**config.mk**
```make
export PLATFORM = sky130hd
export DESIGN_NAME = cond_unit
export DESIGN_NICKNAME = d
export VERILOG_FILES = /design/src/rtl/cond_unit.sv
export SDC_FILE = /design/constraint.sdc
export NUM_CORES = 1
export LEC_CHECK = 0
export CAP_MARGIN = 25
export CORE_UTILIZATION = 42
export CTS_BUF_LIST = sky130_fd_sc_hd__clkbuf_4
export DETAILED_ROUTE_END_ITERATION = 8
export GPL_ROUTABILITY_DRIVEN = 1
export PLACE_DENSITY_LB_ADDON = 0.3
export SLEW_MARGIN = 20
export SYNTH_ARGS = -nofsm -noshare
export SYNTH_HDL_FRONTEND = slang
export SYNTH_SLANG_ARGS = --single-unit
export TNS_END_PERCENT = 1
```
**constraint.sdc**
```tcl
create_clock -name clk -period 2 [get_ports clk]
set_input_delay 0.3 -clock clk [delete_from_list [all_inputs] [get_ports clk]]
set_output_delay 0.3 -clock clk [all_outputs]
set_load 0.02 [all_outputs]
```
**src/rtl/cond_unit.sv**
```systemverilog
// Condition unit: holds the architectural NZCV flags, evaluates the ARM
// condition field of the execute-stage instruction against them and registers
// the gated PCSrc/RegWrite/MemWrite controls for the next pipeline stage.
// Optional macro COND_STATS_EN adds executed/squashed instruction counters.
module cond_unit #(
  parameter logic [3:0]  FLAG_RESET = 4'b0000,
  parameter int unsigned STAT_WIDTH = 32
) (
  input  logic                  clk,
  input  logic                  rst,
  input  logic                  in_valid,
  input  logic                  stall,
  input  logic                  flush,
  input  logic [3:0]            cond,
  input  logic [1:0]            flag_write,
  input  logic                  alu_negative,
  input  logic                  alu_zero,
  input  logic                  alu_carry,
  input  logic                  alu_overflow,
  input  logic                  pc_src_in,
  input  logic                  reg_write_in,
  input  logic                  mem_write_in,
  output logic                  out_valid,
  output logic                  cond_ex,
  output logic                  pc_src_out,
  output logic                  reg_write_out,
  output logic                  mem_write_out,
  output logic [3:0]            flags
`ifdef COND_STATS_EN
  ,
  output logic [STAT_WIDTH-1:0] stat_exec,
  output logic [STAT_WIDTH-1:0] stat_squash
`endif
);

  logic [3:0] flags_q, flags_d;
  logic       out_valid_q, out_valid_d;
  logic       cond_ex_q, cond_ex_d;
  logic       pc_src_q, pc_src_d;
  logic       reg_write_q, reg_write_d;
  logic       mem_write_q, mem_write_d;

  logic flag_n, flag_z, flag_c, flag_v;
  logic cond_true;
  logic ev, ex;

  assign flag_n = flags_q[3];
  assign flag_z = flags_q[2];
  assign flag_c = flags_q[1];
  assign flag_v = flags_q[0];

  // Condition decode works on the stored flags, never on the live ALU flags.
  always_comb begin
    cond_true = 1'b0;
    unique case (cond)
      4'b0000: cond_true = flag_z;
      4'b0001: cond_true = ~flag_z;
      4'b0010: cond_true = flag_c;
      4'b0011: cond_true = ~flag_c;
      4'b0100: cond_true = flag_n;
      4'b0101: cond_true = ~flag_n;
      4'b0110: cond_true = flag_v;
      4'b0111: cond_true = ~flag_v;
      4'b1000: cond_true = flag_c & ~flag_z;
      4'b1001: cond_true = ~flag_c | flag_z;
      4'b1010: cond_true = (flag_n == flag_v);
      4'b1011: cond_true = (flag_n != flag_v);
      4'b1100: cond_true = ~flag_z & (flag_n == flag_v);
      4'b1101: cond_true = flag_z | (flag_n != flag_v);
      4'b1110: cond_true = 1'b1;
      4'b1111: cond_true = 1'b0;
    endcase
  end

  assign ev = in_valid & ~flush;
  assign ex = ev & cond_true;

  // Next state: flush clears the output stage even while stalled; flags only
  // move for an executing, non-stalled instruction.
  always_comb begin
    flags_d     = flags_q;
    out_valid_d = out_valid_q;
    cond_ex_d   = cond_ex_q;
    pc_src_d    = pc_src_q;
    reg_write_d = reg_write_q;
    mem_write_d = mem_write_q;
    if (flush) begin
      out_valid_d = 1'b0;
      cond_ex_d   = 1'b0;
      pc_src_d    = 1'b0;
      reg_write_d = 1'b0;
      mem_write_d = 1'b0;
    end else if (!stall) begin
      out_valid_d = ev;
      cond_ex_d   = ex;
      pc_src_d    = pc_src_in & ex;
      reg_write_d = reg_write_in & ex;
      mem_write_d = mem_write_in & ex;
    end
    if (ex && !stall) begin
      if (flag_write[1]) flags_d[3:2] = {alu_negative, alu_zero};
      if (flag_write[0]) flags_d[1:0] = {alu_carry, alu_overflow};
    end
  end

  // Flag register and output stage.
  always_ff @(posedge clk or posedge rst) begin
    if (rst) begin
      flags_q     <= FLAG_RESET;
      out_valid_q <= 1'b0;
      cond_ex_q   <= 1'b0;
      pc_src_q    <= 1'b0;
      reg_write_q <= 1'b0;
      mem_write_q <= 1'b0;
    end else begin
      flags_q     <= flags_d;
      out_valid_q <= out_valid_d;
      cond_ex_q   <= cond_ex_d;
      pc_src_q    <= pc_src_d;
      reg_write_q <= reg_write_d;
      mem_write_q <= mem_write_d;
    end
  end

  assign flags         = flags_q;
  assign out_valid     = out_valid_q;
  assign cond_ex       = cond_ex_q;
  assign pc_src_out    = pc_src_q;
  assign reg_write_out = reg_write_q;
  assign mem_write_out = mem_write_q;

`ifdef COND_STATS_EN
  localparam logic [STAT_WIDTH-1:0] StatOne = {{(STAT_WIDTH-1){1'b0}}, 1'b1};

  logic [STAT_WIDTH-1:0] stat_exec_q, stat_exec_d;
  logic [STAT_WIDTH-1:0] stat_squash_q, stat_squash_d;

  // Counters wrap naturally; flushed instructions have ev=0 and count nowhere.
  always_comb begin
    stat_exec_d   = stat_exec_q;
    stat_squash_d = stat_squash_q;
    if (!stall) begin
      if (ex)               stat_exec_d   = stat_exec_q + StatOne;
      if (ev && !cond_true) stat_squash_d = stat_squash_q + StatOne;
    end
  end

  // Statistics registers.
  always_ff @(posedge clk or posedge rst) begin
    if (rst) begin
      stat_exec_q   <= '0;
      stat_squash_q <= '0;
    end else begin
      stat_exec_q   <= stat_exec_d;
      stat_squash_q <= stat_squash_d;
    end
  end

  assign stat_exec   = stat_exec_q;
  assign stat_squash = stat_squash_q;
`endif

endmodule
```
Word level (Yosys, flattened, before mapping)
Cells that the tools add are included.
{ "word_totals": {"word_cells": 55, "ff_bits": 9, "output_inout_bits": 9, "inputBits": 18} }
{ "classes": {"muxes": 11, "eq_ne": 18, "n_reduce_logical": 5, "n_bitwise": 14} }
{ "ops": {"columns": ["op", "count"], "rows": [
  ["4-bit == test, second input constant", 8],
  ["4-bit by 3-bit == test with 1-bit output, second input constant", 4],
  ["1-bit case mux with 16 select lines", 1],
  ["1-bit 2-to-1 mux", 10],
  ["4-bit by 2-bit == test with 1-bit output, second input constant", 2],
  ["1-bit bitwise AND", 7],
  ["1-bit inverter", 5],
  ["4-bit by 1-bit == test with 1-bit output, second input constant", 1],
  ["4-bit zero test", 1],
  ["2-bit AND reduction", 2],
  ["2-bit by 1-bit != test with 1-bit output, second input constant", 1],
  ["1-bit bitwise OR", 2],
  ["1-bit == test", 1],
  ["1-bit logical AND", 1],
  ["1-bit zero test", 1],
  ["1-bit != test", 1]
]} }

Logic depth before layout (Yosys ltp)
Gate-level depths: netlist (run 1).
{ "logic_depth": {"word_depth": 7, "mapped_depth": 6, "depth_no_buf": 5} }

Worst setup path after synthesis (run 1)
OpenSTA, ideal clock, no wires.
{ "synth_timing": {"kind": "register -> register", "from": "register flags_q[2] (netlist: flags[2])", "to": "register flags_q[0] (netlist: flags[0])", "stages_incl_launch_ff": 6, "t_arrival_ns": 1.690, "slack_ns": 0.182, "setup_ns": 0.128, "required_time_ns": 1.872, "n_path_buf": 0, "cell_sequence": "dfrtp_1 or4b_1 o2111ai_1 a221oi_2 a21oi_2 mux2_1"} }
{ "synth_between": {"elab_chain_cells": 6, "word_cells_on_any_way": 9, "classes_between": "mux: 1; bitwise: 6; reduce/logical: 2"} }
{ "synth_lines": {"columns": ["item", "line", "text"], "rows": [
  ["start, declared", "36", "logic [3:0] flags_q, flags_d;"],
  ["start signal, assigned", "116", "flags_q <= flags_d;"],
  ["1-bit inverter", "57, 64, 68", null],
  ["1-bit bitwise AND, on equally long branches", "68, 64", null],
  ["1-bit case mux with 16 select lines *", "55", "unique case (cond)"],
  ["1-bit bitwise AND *", "76", "assign ex = ev & cond_true;"],
  ["1-bit logical AND *", "100", "if (ex && !stall) begin"],
  ["2-bit AND reduction (no line) *", null, null]
]} }
Mark *: on every way between the ends. The rest lies on a longest branch, timed or not.
A chain may end at the register's enable or synchronous reset.

Final worst setup path (run 1)
{ "layout_timing": {"from": "input port cond[2]", "to": "register flags_q[0] (netlist: flags[0])"} }
{ "layout_between": {"elab_chain_cells": 5, "word_cells_on_any_way": 20, "classes_between": "eq/ne: 15; mux: 1; bitwise: 1; reduce/logical: 3"} }
{ "layout_lines": {"columns": ["item", "line", "text"], "rows": [
  ["start, declared", "14", "input logic [3:0] cond,"],
  ["4-bit == test, or another cell as far along", "55", null],
  ["1-bit case mux with 16 select lines *", "55", null],
  ["1-bit bitwise AND *", "76", null],
  ["1-bit logical AND *", "100", null],
  ["2-bit AND reduction (no line) *", null, null]
]} }
Marks and branches as above.

==> results of run 1 <==
## repair_timing
action / in CTS / in global routing
setup endpoints to repair: 0 / 4
resized for setup: 0 / 2
hold endpoints to repair: 0 / 0
## power breakdown
| group | switching [uW] | leakage (uW) | total, uW | internal [uW] |
|---|---|---|---|---|
| combinational | 177 | 0.000306 | 375 | 199 |
| clock | 67.3 | 0.0000184 | 158 | 90.5 |
| sequential | 46.2 | 0.000117 | 268 | 221 |
| total | 290 | 0.000442 | 801 | 511 |
## how the worst max path moves through the flow
| stage | startpoint | end | slack (ns) | cells after the start |
|---|---|---|---|---|
| finish | cond[2] | flags[0]$_DFFE_PP0P_ | 0.13 | 6 |
| detailed placement | cond[1] | flags[0]$_DFFE_PP0P_ | -0.25 | 6 |
| global route | flags[2]$_DFFE_PP0P_ | flags[1]$_DFFE_PP0P_ | 0.07 | 5 |
| CTS | cond[0] | flags[0]$_DFFE_PP0P_ | 0.01 | 6 |
| global placement | cond[0] | flags[0]$_DFFE_PP0P_ | -0.23 | 6 |
| floorplan | flags[2]$_DFFE_PP0P_ | flags[0]$_DFFE_PP0P_ | 0.18 | 5 |
## cells in the mapped netlist (2+ instances only)
cell	number
xnor2_1	2
nor3_1	2
nand2_1	4
nor2_1	3
nand2b_1	3
inv_1	4
dfrtp_1	9
a21oi_2	2
nand3b_1	4
nand3_1	3
o21ai_0	3
mux2i_1	3
mux2_1	4
## cell type report
| cell class | instances | area [um2] | area share (%) |
|---|---|---|---|
| sequential | 9 | 225 | 22.7 |
| tap | 15 | 18.8 | 1.89 |
| timing repair buffer | 36 | 340 | 34.3 |
| clock buffer | 4 | 30.0 | 3.02 |
| inverter | 4 | 15.0 | 1.51 |
| multi-input combinational | 46 | 364 | 36.6 |
## flip-flops by register name, summed over array words and instances, names as in the netlist
signal and flops:
flags 4, cond_ex 1, mem_write_out 1, out_valid 1, pc_src_out 1, reg_write_out 1
## kinds of logic after synthesis
group,Yosys count
simple gates,24
compound gates,12
flops,9
mux,7
buf+inv,6
xor+xnor,3
## layer usage
metal / routed length (um) / vias to the layer above / global-route usage [%] / part of all wire, %
li1: - / 295 / - / -
met1: 676 / 265 / 26.4 / 45
met2: 731 / 16 / 37.7 / 49
met3: 56 / 2 / 3.33 / 3.8
met4: 21 / 0 / 7.50 / 1.4
met5: 0 / - / 0 / 0
## through the flow
stage	utilization, %	instances	worst slack [ns]	power, uW	TNS, ns
CTS	74.1	114	0.0144	809	0
global placement	71.9	110	-0.226	643	-1.19
floorplan	-	61	0.182	476	0
finish	74.5	114	0.131	801	0
global route	74.5	114	0.0711	847	0
detailed placement	71.9	110	-0.245	648	-1.38
==> flow_summary.json, run 1 <==
{
  "track_usage_pct": 21.6,
  "drt-vias-per-instance": 5.07,
  "synth_edf_count": 0,
  "wl_per_cell_um": 13.0,
  "p_leak_uw": 0.000442,
  "first_iter_violations": 10,
  "layout_commonest_cell": "clkdlybuf4s50_1",
  "grt.overflow.total": 0,
  "path_delay_family": "multiplexers",
  "clkLatencyLatePin_ns": 0.27,
  "grt_max_degree": 10,
  "start_util_pct": 46.5,
  "yosys.area.top_type_share_pct": 36.3,
  "ys_types": 28,
  "post_cts_buffers": 0,
  "maxSlewViolCount": 0,
  "synth_ff_type": "dfrtp_1",
  "synthToLayoutAreaGrowth_pct": 60.1,
  "synth_nets": 79,
  "relSlewSlack_pct": 77.1,
  "regToRegSetupSlack_ns": 0.17,
  "diodes": 0,
  "cts.hold.buffers_added": 0,
  "fmax_ghz": 0.535,
  "port_buffers": 26,
  "whs_ns": 0.288,
  "drcViolationCount": 0,
  "clockBufferDepth": 2,
  "slowest_delay_ns": 0.47,
  "cp-start-kind": "input pin",
  "outcome": "finished clean",
  "synth-simple-area-share_pct": 23.0,
  "synth_area_um2": 621,
  "dpl.hpwl_mm": 1.24,
  "gp_congestion": 0.650,
  "ioPinCount": 27,
  "drt_pass1_iterations": 3,
  "yosys.area_share.adder_pct": 0,
  "worstPathArrival_ns": 2.01,
  "p_per_area_nw_per_um2": 806,
  "place_area_um2": 958,
  "htreeDepth": 1,
  "yosysTopAreaCell": "dfrtp_1",
  "worstReg2RegStart": "flags[2]$_DFFE_PP0P_",
  "yosysSeqAreaShare_pct": 36.3,
  "core_area_um2": 1330,
  "antenna_found_initial": 0,
  "cts_tree": "done",
  "layout_common_cells": "clkdlybuf4s50_1, buf_4, dfrtp_1",
  "postSynthAreaPerCell_um2": 10.2,
  "synthArstFlopShare_pct": 100,
  "via_count": 578,
  "die_x_um": 40.4,
  "endpoint_kind": "flop",
  "grt_pass1_vias": 543,
  "hold_path_class": "in2async",
  "post-route-cell-area_um2": 993,
  "drt_wl_total_mm": 1.49,
  "r2r_cells": 5,
  "rsz0062_at_grt": "no",
  "worst_pin_slew_ns": 0.344,
  "finalCritPeriodShare_pct": 93.4,
  "cts_sinks": 9,
  "worst-path-buf-inv": 1,
  "synthTopCellsByArea": "dfrtp_1, mux2_1, mux2i_1",
  "dieArea_um2": 1640,
  "synth_top_family_by_area": "simple AND/OR/NAND/NOR gates",
  "ir_worst_vdd_mv": 0.616,
  "antenna_left": 0,
  "min_period_ns": 1.87,
  "grt_pass1_wl_mm": 2.28,
  "fin_skew_ns": 0.0111,
  "path_clk_slew_ns": 0.07,
  "numCtsBuffers": 3,
  "die_h_um": 40.4,
  "root_buffer": "clkbuf_4",
  "setup_violations": 0,
  "required_ns": 2.14,
  "worstPathMaxFanout": 3,
  "synth_mux_area_share_pct": 12.1,
  "row_count": 13,
  "maxCapViolCount": 0,
  "synth_compound_area_share_pct": 19.4,
  "r2r_end": "flags[0]$_DFFE_PP0P_",
  "fill_cells": 109,
  "finalHoldViolCount": 0,
  "path_class": "in2reg",
  "ys_seq_elements": 9,
  "syn_inst": 61,
  "synthXorXnorAreaFrac_pct": 4.23,
  "crit_chain": "clkdlybuf4s50_1, or3b_1, mux2i_1, o31ai_4, a21oi_2, mux2_1",
  "drive_gt1_share_pct": 22.2,
  "crit_slowest_cell": "clkdlybuf4s50_1",
  "yosysWarnings": 0,
  "nets": 118
}
Note: power is estimated with default switching activity, not from simulation.
==> run 2, diff against run 1 <==
--- a/config.mk
+++ b/config.mk
@@ -5,7 +5,6 @@
 export SDC_FILE = /design/constraint.sdc
 export NUM_CORES = 1
 export LEC_CHECK = 0
-export CAP_MARGIN = 25
 export CORE_UTILIZATION = 42
 export CTS_BUF_LIST = sky130_fd_sc_hd__clkbuf_4
 export DETAILED_ROUTE_END_ITERATION = 8
==> results of run 2 <==
No change in the layout: final DEF, timing and power equal those of run 1.
